===== src/rtl/bnn_pe_array_4x4.sv =====
// -----------------------------------------------------------------------------
// bnn_pe_array_4x4
//   4x4 weight-stationary binary-neural-network PE array (XNOR-popcount MAC).
//   Activations ripple down each column through one register per PE; every
//   row adds its four PE contributions to psum_row_r_in combinationally and
//   registers the total once at the right-hand edge of the row.
//
// Optional build macro:
//   PE_ARRAY_PSUM_SAT_EN  defined   -> row sum saturates at 2^PSUM_W-1
//                         undefined -> row sum wraps modulo 2^PSUM_W (default)
//
// Ports:
//   clk_in                        rising-edge clock
//   rst_in                        asynchronous active-low reset
//   load_weight_in / weight_in    serial row-major weight load, one PE/cycle
//   activation_column_{0..3}_in   activation entering the top of column c
//   psum_row_{0..3}_in            partial sum entering the left of row r
//   psum_row_{0..3}_out           registered partial sum leaving row r
//   activation_column_{0..3}_out  activation leaving the bottom of column c
// -----------------------------------------------------------------------------

// Single processing element: holds one weight and one activation register,
// and produces the XNOR-popcount of its incoming activation against the weight.
module bnn_pe #(
    parameter int DATA_W = 9,
    parameter int CNT_W  = $clog2(DATA_W + 1)
) (
    input  logic              clk,
    input  logic              rst_n,
    input  logic [DATA_W-1:0] act_in,
    input  logic              w_we,
    input  logic [DATA_W-1:0] w_data,
    output logic [DATA_W-1:0] act_q,
    output logic [CNT_W-1:0]  contrib
);
    logic [DATA_W-1:0] w_q;
    logic [DATA_W-1:0] match;

    always_ff @(posedge clk or negedge rst_n) begin
        if (!rst_n) begin
            w_q   <= '0;
            act_q <= '0;
        end else begin
            act_q <= act_in;
            if (w_we) w_q <= w_data;
        end
    end

    // Contribution uses the activation arriving at this PE this cycle, not the
    // one it is about to register.
    always_comb begin
        match   = ~(act_in ^ w_q);
        contrib = '0;
        for (int i = 0; i < DATA_W; i++)
            contrib = contrib + CNT_W'(match[i]);
    end
endmodule

module bnn_pe_array_4x4 #(
    parameter int DATA_W = 9,
    parameter int PSUM_W = 13
) (
    input  logic              clk_in,
    input  logic              rst_in,
    input  logic              load_weight_in,
    input  logic [DATA_W-1:0] weight_in,
    input  logic [DATA_W-1:0] activation_column_0_in,
    input  logic [DATA_W-1:0] activation_column_1_in,
    input  logic [DATA_W-1:0] activation_column_2_in,
    input  logic [DATA_W-1:0] activation_column_3_in,
    input  logic [PSUM_W-1:0] psum_row_0_in,
    input  logic [PSUM_W-1:0] psum_row_1_in,
    input  logic [PSUM_W-1:0] psum_row_2_in,
    input  logic [PSUM_W-1:0] psum_row_3_in,
    output logic [PSUM_W-1:0] psum_row_0_out,
    output logic [PSUM_W-1:0] psum_row_1_out,
    output logic [PSUM_W-1:0] psum_row_2_out,
    output logic [PSUM_W-1:0] psum_row_3_out,
    output logic [DATA_W-1:0] activation_column_0_out,
    output logic [DATA_W-1:0] activation_column_1_out,
    output logic [DATA_W-1:0] activation_column_2_out,
    output logic [DATA_W-1:0] activation_column_3_out
);
    localparam int ROWS  = 4;
    localparam int COLS  = 4;
    localparam int CNT_W = $clog2(DATA_W + 1);
    localparam int K_W   = $clog2(ROWS * COLS);
    // One spare bit is enough: max sum is (2^PSUM_W-1) + ROWS*DATA_W.
    localparam int SUM_W = PSUM_W + 1;

    logic [COLS-1:0][DATA_W-1:0]                act_col;
    logic [ROWS-1:0][PSUM_W-1:0]                psum_in;
    logic [ROWS-1:0][PSUM_W-1:0]                psum_d;
    logic [ROWS-1:0][PSUM_W-1:0]                psum_q;
    logic [ROWS-1:0][COLS-1:0][DATA_W-1:0]      pe_act_in;
    logic [ROWS-1:0][COLS-1:0][DATA_W-1:0]      pe_act_q;
    logic [ROWS-1:0][COLS-1:0][CNT_W-1:0]       pe_contrib;
    logic [K_W-1:0]                             load_cnt;

    assign act_col = {activation_column_3_in, activation_column_2_in,
                      activation_column_1_in, activation_column_0_in};
    assign psum_in = {psum_row_3_in, psum_row_2_in, psum_row_1_in, psum_row_0_in};

    // Load index wraps naturally at 15->0; any idle cycle rewinds to PE(0,0).
    always_ff @(posedge clk_in or negedge rst_in) begin
        if (!rst_in)             load_cnt <= '0;
        else if (load_weight_in) load_cnt <= load_cnt + 1'b1;
        else                     load_cnt <= '0;
    end

    function automatic logic [SUM_W-1:0] row_total(
        input logic [PSUM_W-1:0]            base,
        input logic [COLS-1:0][CNT_W-1:0]   c
    );
        logic [SUM_W-1:0] s;
        s = SUM_W'(base);
        for (int i = 0; i < COLS; i++)
            s = s + SUM_W'(c[i]);
        return s;
    endfunction

    genvar r, c;
    generate
        for (r = 0; r < ROWS; r++) begin : g_row
            logic [SUM_W-1:0] row_sum;

            for (c = 0; c < COLS; c++) begin : g_col
                if (r == 0) begin : g_top
                    assign pe_act_in[r][c] = act_col[c];
                end else begin : g_below
                    assign pe_act_in[r][c] = pe_act_q[r-1][c];
                end

                bnn_pe #(.DATA_W(DATA_W), .CNT_W(CNT_W)) u_pe (
                    .clk     (clk_in),
                    .rst_n   (rst_in),
                    .act_in  (pe_act_in[r][c]),
                    .w_we    (load_weight_in && (load_cnt == K_W'(r * COLS + c))),
                    .w_data  (weight_in),
                    .act_q   (pe_act_q[r][c]),
                    .contrib (pe_contrib[r][c])
                );
            end

            assign row_sum = row_total(psum_in[r], pe_contrib[r]);
`ifdef PE_ARRAY_PSUM_SAT_EN
            assign psum_d[r] = row_sum[PSUM_W] ? {PSUM_W{1'b1}} : row_sum[PSUM_W-1:0];
`else
            assign psum_d[r] = row_sum[PSUM_W-1:0];
`endif
        end
    endgenerate

    always_ff @(posedge clk_in or negedge rst_in) begin
        if (!rst_in) psum_q <= '0;
        else         psum_q <= psum_d;
    end

    assign psum_row_0_out = psum_q[0];
    assign psum_row_1_out = psum_q[1];
    assign psum_row_2_out = psum_q[2];
    assign psum_row_3_out = psum_q[3];

    assign activation_column_0_out = pe_act_q[ROWS-1][0];
    assign activation_column_1_out = pe_act_q[ROWS-1][1];
    assign activation_column_2_out = pe_act_q[ROWS-1][2];
    assign activation_column_3_out = pe_act_q[ROWS-1][3];
endmodule


===== config.mk =====
export PLATFORM = sky130hd
export DESIGN_NAME = bnn_pe_array_4x4
export DESIGN_NICKNAME = d
export VERILOG_FILES = /design/src/rtl/bnn_pe_array_4x4.sv
export SDC_FILE = /design/constraint.sdc
export NUM_CORES = 1
export LEC_CHECK = 0
export CAP_MARGIN = 25
export CORE_UTILIZATION = 57
export DETAILED_ROUTE_END_ITERATION = 8
export PLACE_DENSITY = 0.85
export SETUP_SLACK_MARGIN = 0.1
export SYNTH_ARGS = -nofsm -noshare
export SYNTH_HDL_FRONTEND = slang
export SYNTH_HIERARCHICAL = 1
export SYNTH_SLANG_ARGS = --single-unit

===== constraint.sdc =====
create_clock -name clk_in -period 16.6 [get_ports clk_in]
set_input_delay 4.15 -clock clk_in [delete_from_list [all_inputs] [get_ports clk_in]]
set_output_delay 4.15 -clock clk_in [all_outputs]
set_load 0.02 [all_outputs]

# Yosys cells after proc, flatten, opt, wreduce, memory -nomap -nowiden
# Cells that the tools add are included.
[word_totals]
mem_bits_rw = 0
latchBits = 0
romBits = 0
ff_bits = 344
inputBits = 100
memories = 0
elab_cells = 247
out_inout_bits = 88
[op_classes]
reduce_logical = 17
order_cmp = 0
n_mul = 0
n_eq_ne = 15
n_bitwise = 32
add_sub_neg = 145
div_mod_pow = 0
muxes = 1
shifts = 0
[ops]
columns = ["cell", "n"]
rows = [
  ["$add A4 B1 Y4", 112],
  ["$add A13 B4 Y13", 16],
  ["$not A9 Y9", 16],
  ["$xor A9 B9 Y9", 16],
  ["$add A1 B1 Y2", 16],
  ["$eq A4 B4 Y1 const B", 8],
  ["$eq A4 B3 Y1 const B", 4],
  ["$logic_and A1 B1 Y1", 16],
  ["$eq A4 B2 Y1 const B", 2],
  ["$add A4 B1 Y4 const B", 1],
  ["$eq A4 B1 Y1 const B", 1],
  ["$logic_not A4 Y1", 1],
  ["$mux W4", 1],
]

# Logic depth before layout (Yosys ltp)
# Gate-level depths: netlist (run 1).
[depth]
word_depth = 14
mapped_depth = 22
ltp_nobuf = 22

# Hierarchy
# Netlist (run 1), hierarchy kept.
[modules_own_cells]
columns = ["mod", "seq_area_each_um2", "n_inst", "area_each_um2", "cells_each"]
rows = [
  ["bnn_pe", 450.4, 16, 853.3, 55],
  ["bnn_pe_array_4x4", 1401.3, 1, 4654.5, 459],
]

# Worst setup path before layout (run 1)
# OpenSTA, ideal clock, no wires.
[synth_timing]
path_type = "input to register"
from = "input activation_column_0_in[0]"
to = "register psum_q (netlist bit psum_row_0_out[9])"
path_buffers = 0
setup_ps = 157
arrival_ps = 9717
cell_stages = 22
path_slack_ps = 6726
required_ps = 16443
cell_sequence = "xnor2_1 > fa_1 > inv_1 > fa_1 > inv_1 > fa_1 > inv_1 > fa_1 > fa_1 > xnor2_1 > inv_1 > fa_1 > inv_1 > fa_1 > inv_1 > fa_1 > inv_1 > fa_1 > a21oi_1 > o21ai_2 > or4b_1 > o311ai_0"
[synth_lines]
columns = ["item", "line", "source"]
rows = [
  ["from (decl)", "67", "input logic [DATA_W-1:0] activation_column_0_in,"],
  ["to (signal assigned)", "156", "else psum_q <= psum_d;"],
  ["to (decl)", "94", "logic [ROWS-1:0][PSUM_W-1:0] psum_q;"],
]

==> summary.md, run 1 <==
| Metric | Value |
|---|---|
| Status | completed |
| Via-to-Cell Ratio | 5.30 |
| Ports | 188 |
| Cell count along the critical path | 23 |
| Global-route wire length before repair | 62500 um |
| GRT overflow | 0 |
| Worst setup SP type | input port |
| Htree depth | 2 |
| Layout Skew | 13.7 ps |
| GPL Wtd Cong | 0.866 |
| Synth area leaders | dfrtp_1 47%, fa_1 14%, mux2_4 12% |
| Post-synthesis async set-or-reset flop share | 1.00 |
| Dpl cells | 1916 |
| CP Cell Sequence | clkdlybuf4s50_1 -> xnor2_1 -> fa_1 -> inv_1 -> fa_1 -> inv_1 -> fa_1 -> inv_1 -> fa_1 -> fa_1 -> xnor2_1 -> inv_1 -> fa_1 -> inv_1 -> fa_1 -> inv_1 -> fa_1 -> inv_1 -> ha_1 -> a21oi_1 -> o2111ai_1 -> o211ai_1 -> xnor2_1 |
| Final worst setup slack | 6480 ps |
| CP Max Fanout | 4 |
| Global Route Usage Sum | 0.249 |
| Filler cell count | 2111 |
| Crit path max-delay family | adder cells |
| Reg2reg start | g_row[0].g_col[0].u_pe/act_q[0]$_DFF_PN0_ |
| Post-synthesis sequential area ratio | 0.470 |
| Drt first pass iters | 4 |
| Min-delay src | g_row[2].g_col[3].u_pe/act_q[5]$_DFF_PN0_ |
| CTS root buffer | clkbuf_16 |
| CP max-delay cell | fa_1 |
| Final TNS setup | 0 ps |
| Max Fclk | 98.8 MHz |
| Post-synthesis cell count | 1339 |
| Commonest non-fill, non-tap cells in the layout | 344 x dfrtp_1, 227 x inv_1, 186 x clkdlybuf4s50_1 |
| Reg area | 0.00861 mm2 |
| HP Class | reg2reg |
| Crit path kind | in2reg |
| Reg-to-reg endpoint | psum_row_1_out[9]$_DFF_PN0_ |
| Routed vias | 10524 |
| Fin nets | 1860 |
| Final Max Slew Viols | 0 |
| Post-CTS resize count | 0 |
| Drc violations | 0 |
| # setup viols final | 0 |
| Yosys top cell by area | dfrtp_1 |
| Hold Violations, Final | 0 |
| Unrepaired setup endpoints after global routing | no |
| Chip height | 181 um |
| CP arrival | 10550 ps |
| Avg Inst Size Synth | 13.7 um2 |
| Post-synth top area share | 0.470 |
| Total nets after synthesis | 1643 |
| Largest net degree at the start of global routing | 110 |
| Worst-Skew Late Latency | 520 ps |
| Commonest non-fill, non-tap cell in the layout | dfrtp_1 |
| Final core utilization | 0.695 |
| Max_cap viols | 0 |
| Share of layout cells above drive strength 1 | 0.144 |
| Hold Crit Depth | 0 |
| Vias in the first global route | 11645 |
| Critical path capture point type | register |
| Relative slew slack | 0.254 |
| # rows | 65 |
| Synth Cell Area | 0.0183 mm2 |
| Post-CTS Setup Bufs | 0 |
| Num Clock Sinks | 344 |
| FF+latch count, synth | 344 |
| CTS Hold Bufs | 0 |
| Ys Warns | 6 |
| Multi-input logic area | 0.00864 mm2 |
| DP Worst Slack | 5920 ps |
| Initial DRC Count | 457 |
| Worst-path clk slew | 70 ps |
| Port buffer count | 187 |
| Most common cell on crit path | fa_1 |
| Die Span X | 181 um |
| Core Box Area | 0.0316 mm2 |
| Buffers & Inverters on Critical Path | 8 |
| Fin cells | 1985 |
| Die area | 0.0328 mm2 |
| Number of synthesized flops with an enable pin | 0 |
| Worst-Margin Slew | 1120 ps |
| Hold EP | g_row[3].g_col[3].u_pe/act_q[5]$_DFF_PN0_ |
| CP max stage delay | 550 ps |
| Routed len/inst | 19.9 um |
| Number of CTS-inserted buffers | 37 |
| Dpl hpwl | 28000 um |
| Final period utilization | 0.610 |
| Worst EP required | 17030 ps |
| Distinct cells, synth | 41 |
| Post-DRT Antenna Nets | 0 |
| TritonCTS clock tree | built |
| FF-to-FF path depth | 22 |
| Final wirelength | 39400 um |
| Shortest period the worst path allows | 10120 ps |
| Syn-to-layout area delta | 19.7% |
| Synth Flop Type | dfrtp_1 |
| FF-to-FF setup slack | 9710 ps |
| Starting Density | 0.580 |
| Initial antenna violation count | 1 |
| Largest buffer count on any clock path | 3 |
[layout make-up]
| cell class | instances | share of cell area |
|---|---|---|
| multi-input combinational | 746 | 0.394 |
| sequential | 344 | 0.393 |
| clock buffer | 49 | 0.0479 |
| inverter | 227 | 0.0389 |
| antenna | 2 | 0.000228 |
| clock inverter | 15 | 0.00856 |
| tap | 402 | 0.0229 |
| timing repair buffer | 200 | 0.0944 |
[sequential cells by signal, summed over array words and instances, names as in the netlist]
name,flops
g_row.g_col.u_pe/act_q,144
g_row.g_col.u_pe/w_q,144
load_cnt,4
psum_row_0_out,13
psum_row_1_out,13
psum_row_2_out,13
psum_row_3_out,13
[worst max-delay path by stage]
stage	from	to	slack, ps
4_1_cts	activation_column_0_in[0]	psum_row_0_out[10]$_DFF_PN0_	6470
3_3_place_gp	activation_column_0_in[0]	psum_row_0_out[9]$_DFF_PN0_	6040
3_5_place_dp	activation_column_0_in[0]	psum_row_0_out[11]$_DFF_PN0_	5920
6_report	activation_column_0_in[0]	psum_row_0_out[10]$_DFF_PN0_	6480
5_1_grt	activation_column_0_in[0]	psum_row_0_out[9]$_DFF_PN0_	6170
2_1_floorplan	activation_column_0_in[0]	psum_row_0_out[9]$_DFF_PN0_	6730
[through the flow]
step           instance area (um2)  hold WS, ps
2_1_floorplan                18300          372
3_3_place_gp                 20500          382
3_5_place_dp                 20600          381
4_1_cts                      21800          394
5_1_grt                      21900          400
6_report                     21900          390
[worst register-to-register path: stages, from the launching register on]
cell and delay, ps:
dfrtp_1 400, xnor2_1 150, fa_1 540, inv_1 60, fa_1 530, inv_1 50
fa_1 520, inv_1 50, fa_1 450, fa_1 390, xnor2_1 300, inv_1 110
fa_1 550, inv_1 70, fa_1 500, inv_1 50, fa_1 510, inv_1 80
fa_1 480, a21oi_1 260, o21ai_0 260, or3_1 410, nand4_1 100
[cells by family (layout without fill, tap and decap cells)]
logic type / Yosys count / count (layout) / synth area share
AOI/OAI and AO/OA: 68 / 68 / 0.0268
xor gates and xnor gates: 189 / 189 / 0.0904
adders and majority gates: 204 / 204 / 0.190
buffers and inverters: 249 / 491 / 0.0576
DFF: 344 / 344 / 0.470
muxes: 144 / 144 / 0.118
other: 0 / 2 / 0
and+or+nand+nor: 141 / 141 / 0.0466
[per-layer routing]
metal	up-vias	routed length, um	GRT usage
met2	323	18800	0.404
met5	-	0	0
li1	4685	-	-
met4	0	1610	0.108
met3	102	2220	0.0456
met1	5414	16800	0.331
[Yosys cell counts (all sizes together), types with 4 or more instances]
cell type / instances
dfrtp: 344
inv: 227
mux2: 144
fa: 124
xnor2: 118
ha: 80
xor2: 71
nor2b: 24
nand2: 20
and2: 19
nor3b: 18
buf: 17
o21a: 17
nand3: 13
o211ai: 13
a21oi: 12
nor2: 10
o2111ai: 7
and3: 6
nand4: 6
o21ai: 6
clkbuf: 5
nor3: 5
or4b: 5
or2: 4
Power of run 1 is left out: the tool's default activity adds up to more than one toggle a clock period on the data nets, which glitch-free logic cannot reach.
==> run 2: changes to the inputs <==
- clock period: 16.6 -> 9.6 ns (I/O delays scaled with it)
==> run 2 against run 1 <==
Net effect:
- wire length shrank 0.25%
- register-to-register slack lost 7000 ps
- sequential share of layout area shrank 0.072 points
- clock skew grew 9.1 ps
- largest cell class unchanged
==> summary.md, run 2 (same netlist as run 1, synthesis figures left out) <==
| Metric | Value |
|---|---|
| Status | completed |
| CTS root buffer | clkbuf_16 |
| Worst-Skew Late Latency | 520 ps |
| Crit path kind | in2reg |
| FF-to-FF path depth | 22 |
| Worst Setup SP | activation_column_0_in[0] |
| Share of layout cells above drive strength 1 | 0.144 |
| Port buffer count | 187 |
| Worst-Margin Slew | 1090 ps |
| # setup viols final | 0 |
| Syn-to-layout area delta | 20.0% |
| Hold Crit Depth | 0 |
| Worst EP required | 9950 ps |
| Drt first pass iters | 5 |
| Vias in the first global route | 11554 |
| Max_cap viols | 0 |
| Global Route Usage Sum | 0.252 |
| Post-CTS Setup Bufs | 0 |
| CTS Hold Bufs | 0 |
| Shortest period the worst path allows | 8330 ps |
| Commonest non-fill, non-tap cell in the layout | dfrtp_1 |
| Drc violations | 0 |
| Ports | 188 |
| CP Max Fanout | 5 |
| Chip height | 181 um |
| Routed vias | 10393 |
| Critical path capture point type | register |
| Fin nets | 1857 |
| CP arrival | 8680 ps |
| Filler cell count | 2059 |
| # rows | 65 |
| Core Box Area | 0.0316 mm2 |
| Starting Density | 0.580 |
| Unrepaired setup endpoints after global routing | no |
| Largest regs | g_row.g_col.u_pe/act_q: 144 flops, g_row.g_col.u_pe/w_q: 144 flops |
| TritonCTS clock tree | built |
| Post-CTS resize count | 0 |
| Via-to-Cell Ratio | 5.24 |
| Max Fclk | 120 MHz |
| GRT overflow | 0 |
| Final period utilization | 0.868 |
| Relative slew slack | 0.274 |
| Number of CTS-inserted buffers | 37 |
| Dpl hpwl | 27900 um |
| Final Max Slew Viols | 0 |
| Worst setup SP type | input port |
| Worst-path clk slew | 60 ps |
| Final wirelength | 39300 um |
| Die Span X | 181 um |
| Initial DRC Count | 535 |
| Largest buffer count on any clock path | 3 |
| GPL Wtd Cong | 0.866 |
| Reg2reg start | g_row[2].g_col[0].u_pe/w_q[0]$_DFFE_PN0P_ |
| Post-DRT Antenna Nets | 0 |
| Num Clock Sinks | 344 |
| Largest net degree at the start of global routing | 178 |
| # diodes | 0 |
| Die area | 0.0328 mm2 |
| Hold Violations, Final | 0 |
| Layout Skew | 22.8 ps |
| Global-route wire length before repair | 63200 um |
| Initial antenna violation count | 1 |
| HP Class | reg2reg |
| Min-delay src | g_row[2].g_col[2].u_pe/act_q[2]$_DFF_PN0_ |
| Fin Hold WS | 392 ps |
| Commonest non-fill, non-tap cells in the layout | 344 x dfrtp_1, 227 x inv_1, 186 x clkdlybuf4s50_1 |
| Routed len/inst | 19.8 um |
| Htree depth | 2 |
| Final TNS setup | 0 ps |
-- run 2: worst max-delay path, stage by stage --
cell	delay, ps
clkdlybuf4s50_1	440
xnor2_1	170
fa_1	550
inv_1	60
fa_1	530
inv_1	70
fa_1	540
inv_1	60
fa_1	460
fa_1	390
xnor2_1	160
inv_1	80
fa_1	500
inv_1	50
fa_1	490
inv_1	50
fa_1	490
inv_1	70
fa_1	450
a21oi_1	280
o21ai_2	130
or4b_1	170
o311ai_0	110
-- run 2: final cells by class --
class	count	area, um2	area share
multi-input cells	746	8640	0.394
clock buffers	51	1100	0.0501
repair buffers	197	2020	0.0920
well taps	402	503	0.0229
clock inverters	16	233	0.0106
inverters	227	852	0.0388
flip-flops and latches	344	8610	0.392
-- run 2: path summary, 6_finish.rpt --
check                                                             to  slack [ps]
max                                      psum_row_0_out[9]$_DFF_PN0_        1270
min                        g_row[3].g_col[2].u_pe/act_q[2]$_DFF_PN0_         390
max reg2reg                             psum_row_2_out[11]$_DFF_PN0_        2700
min reg2reg                g_row[3].g_col[2].u_pe/act_q[2]$_DFF_PN0_         390
max in group asynchronous  g_row[3].g_col[3].u_pe/w_q[0]$_DFFE_PN0P_        6320
min in group asynchronous  g_row[3].g_col[3].u_pe/act_q[4]$_DFF_PN0_        1880
-- run 2: per-stage QoR --
step / worst slack (ps) / instance area (um2) / std cells / util
after floorplan: 1480 / 18300 / 1339 / -
after global placement: 796 / 20500 / 1912 / 0.651
after detailed placement: 661 / 20600 / 1915 / 0.653
after CTS: 1240 / 21900 / 1982 / 0.695
after global routing: 939 / 22000 / 1983 / 0.696
final: 1270 / 22000 / 1983 / 0.696
-- run 2: layer usage --
metal  part of all wire  routed length (um)  vias to the layer above  global-route usage
met3              0.051                2000                       96              0.0419
li1                   -                   -                     4685                   -
met5            0.00031                  12                        -                   0
met2               0.47               18600                      324               0.403
met1               0.43               17000                     5286               0.341
met4              0.045                1760                        2               0.112
Power of run 2 is left out for the same reason.
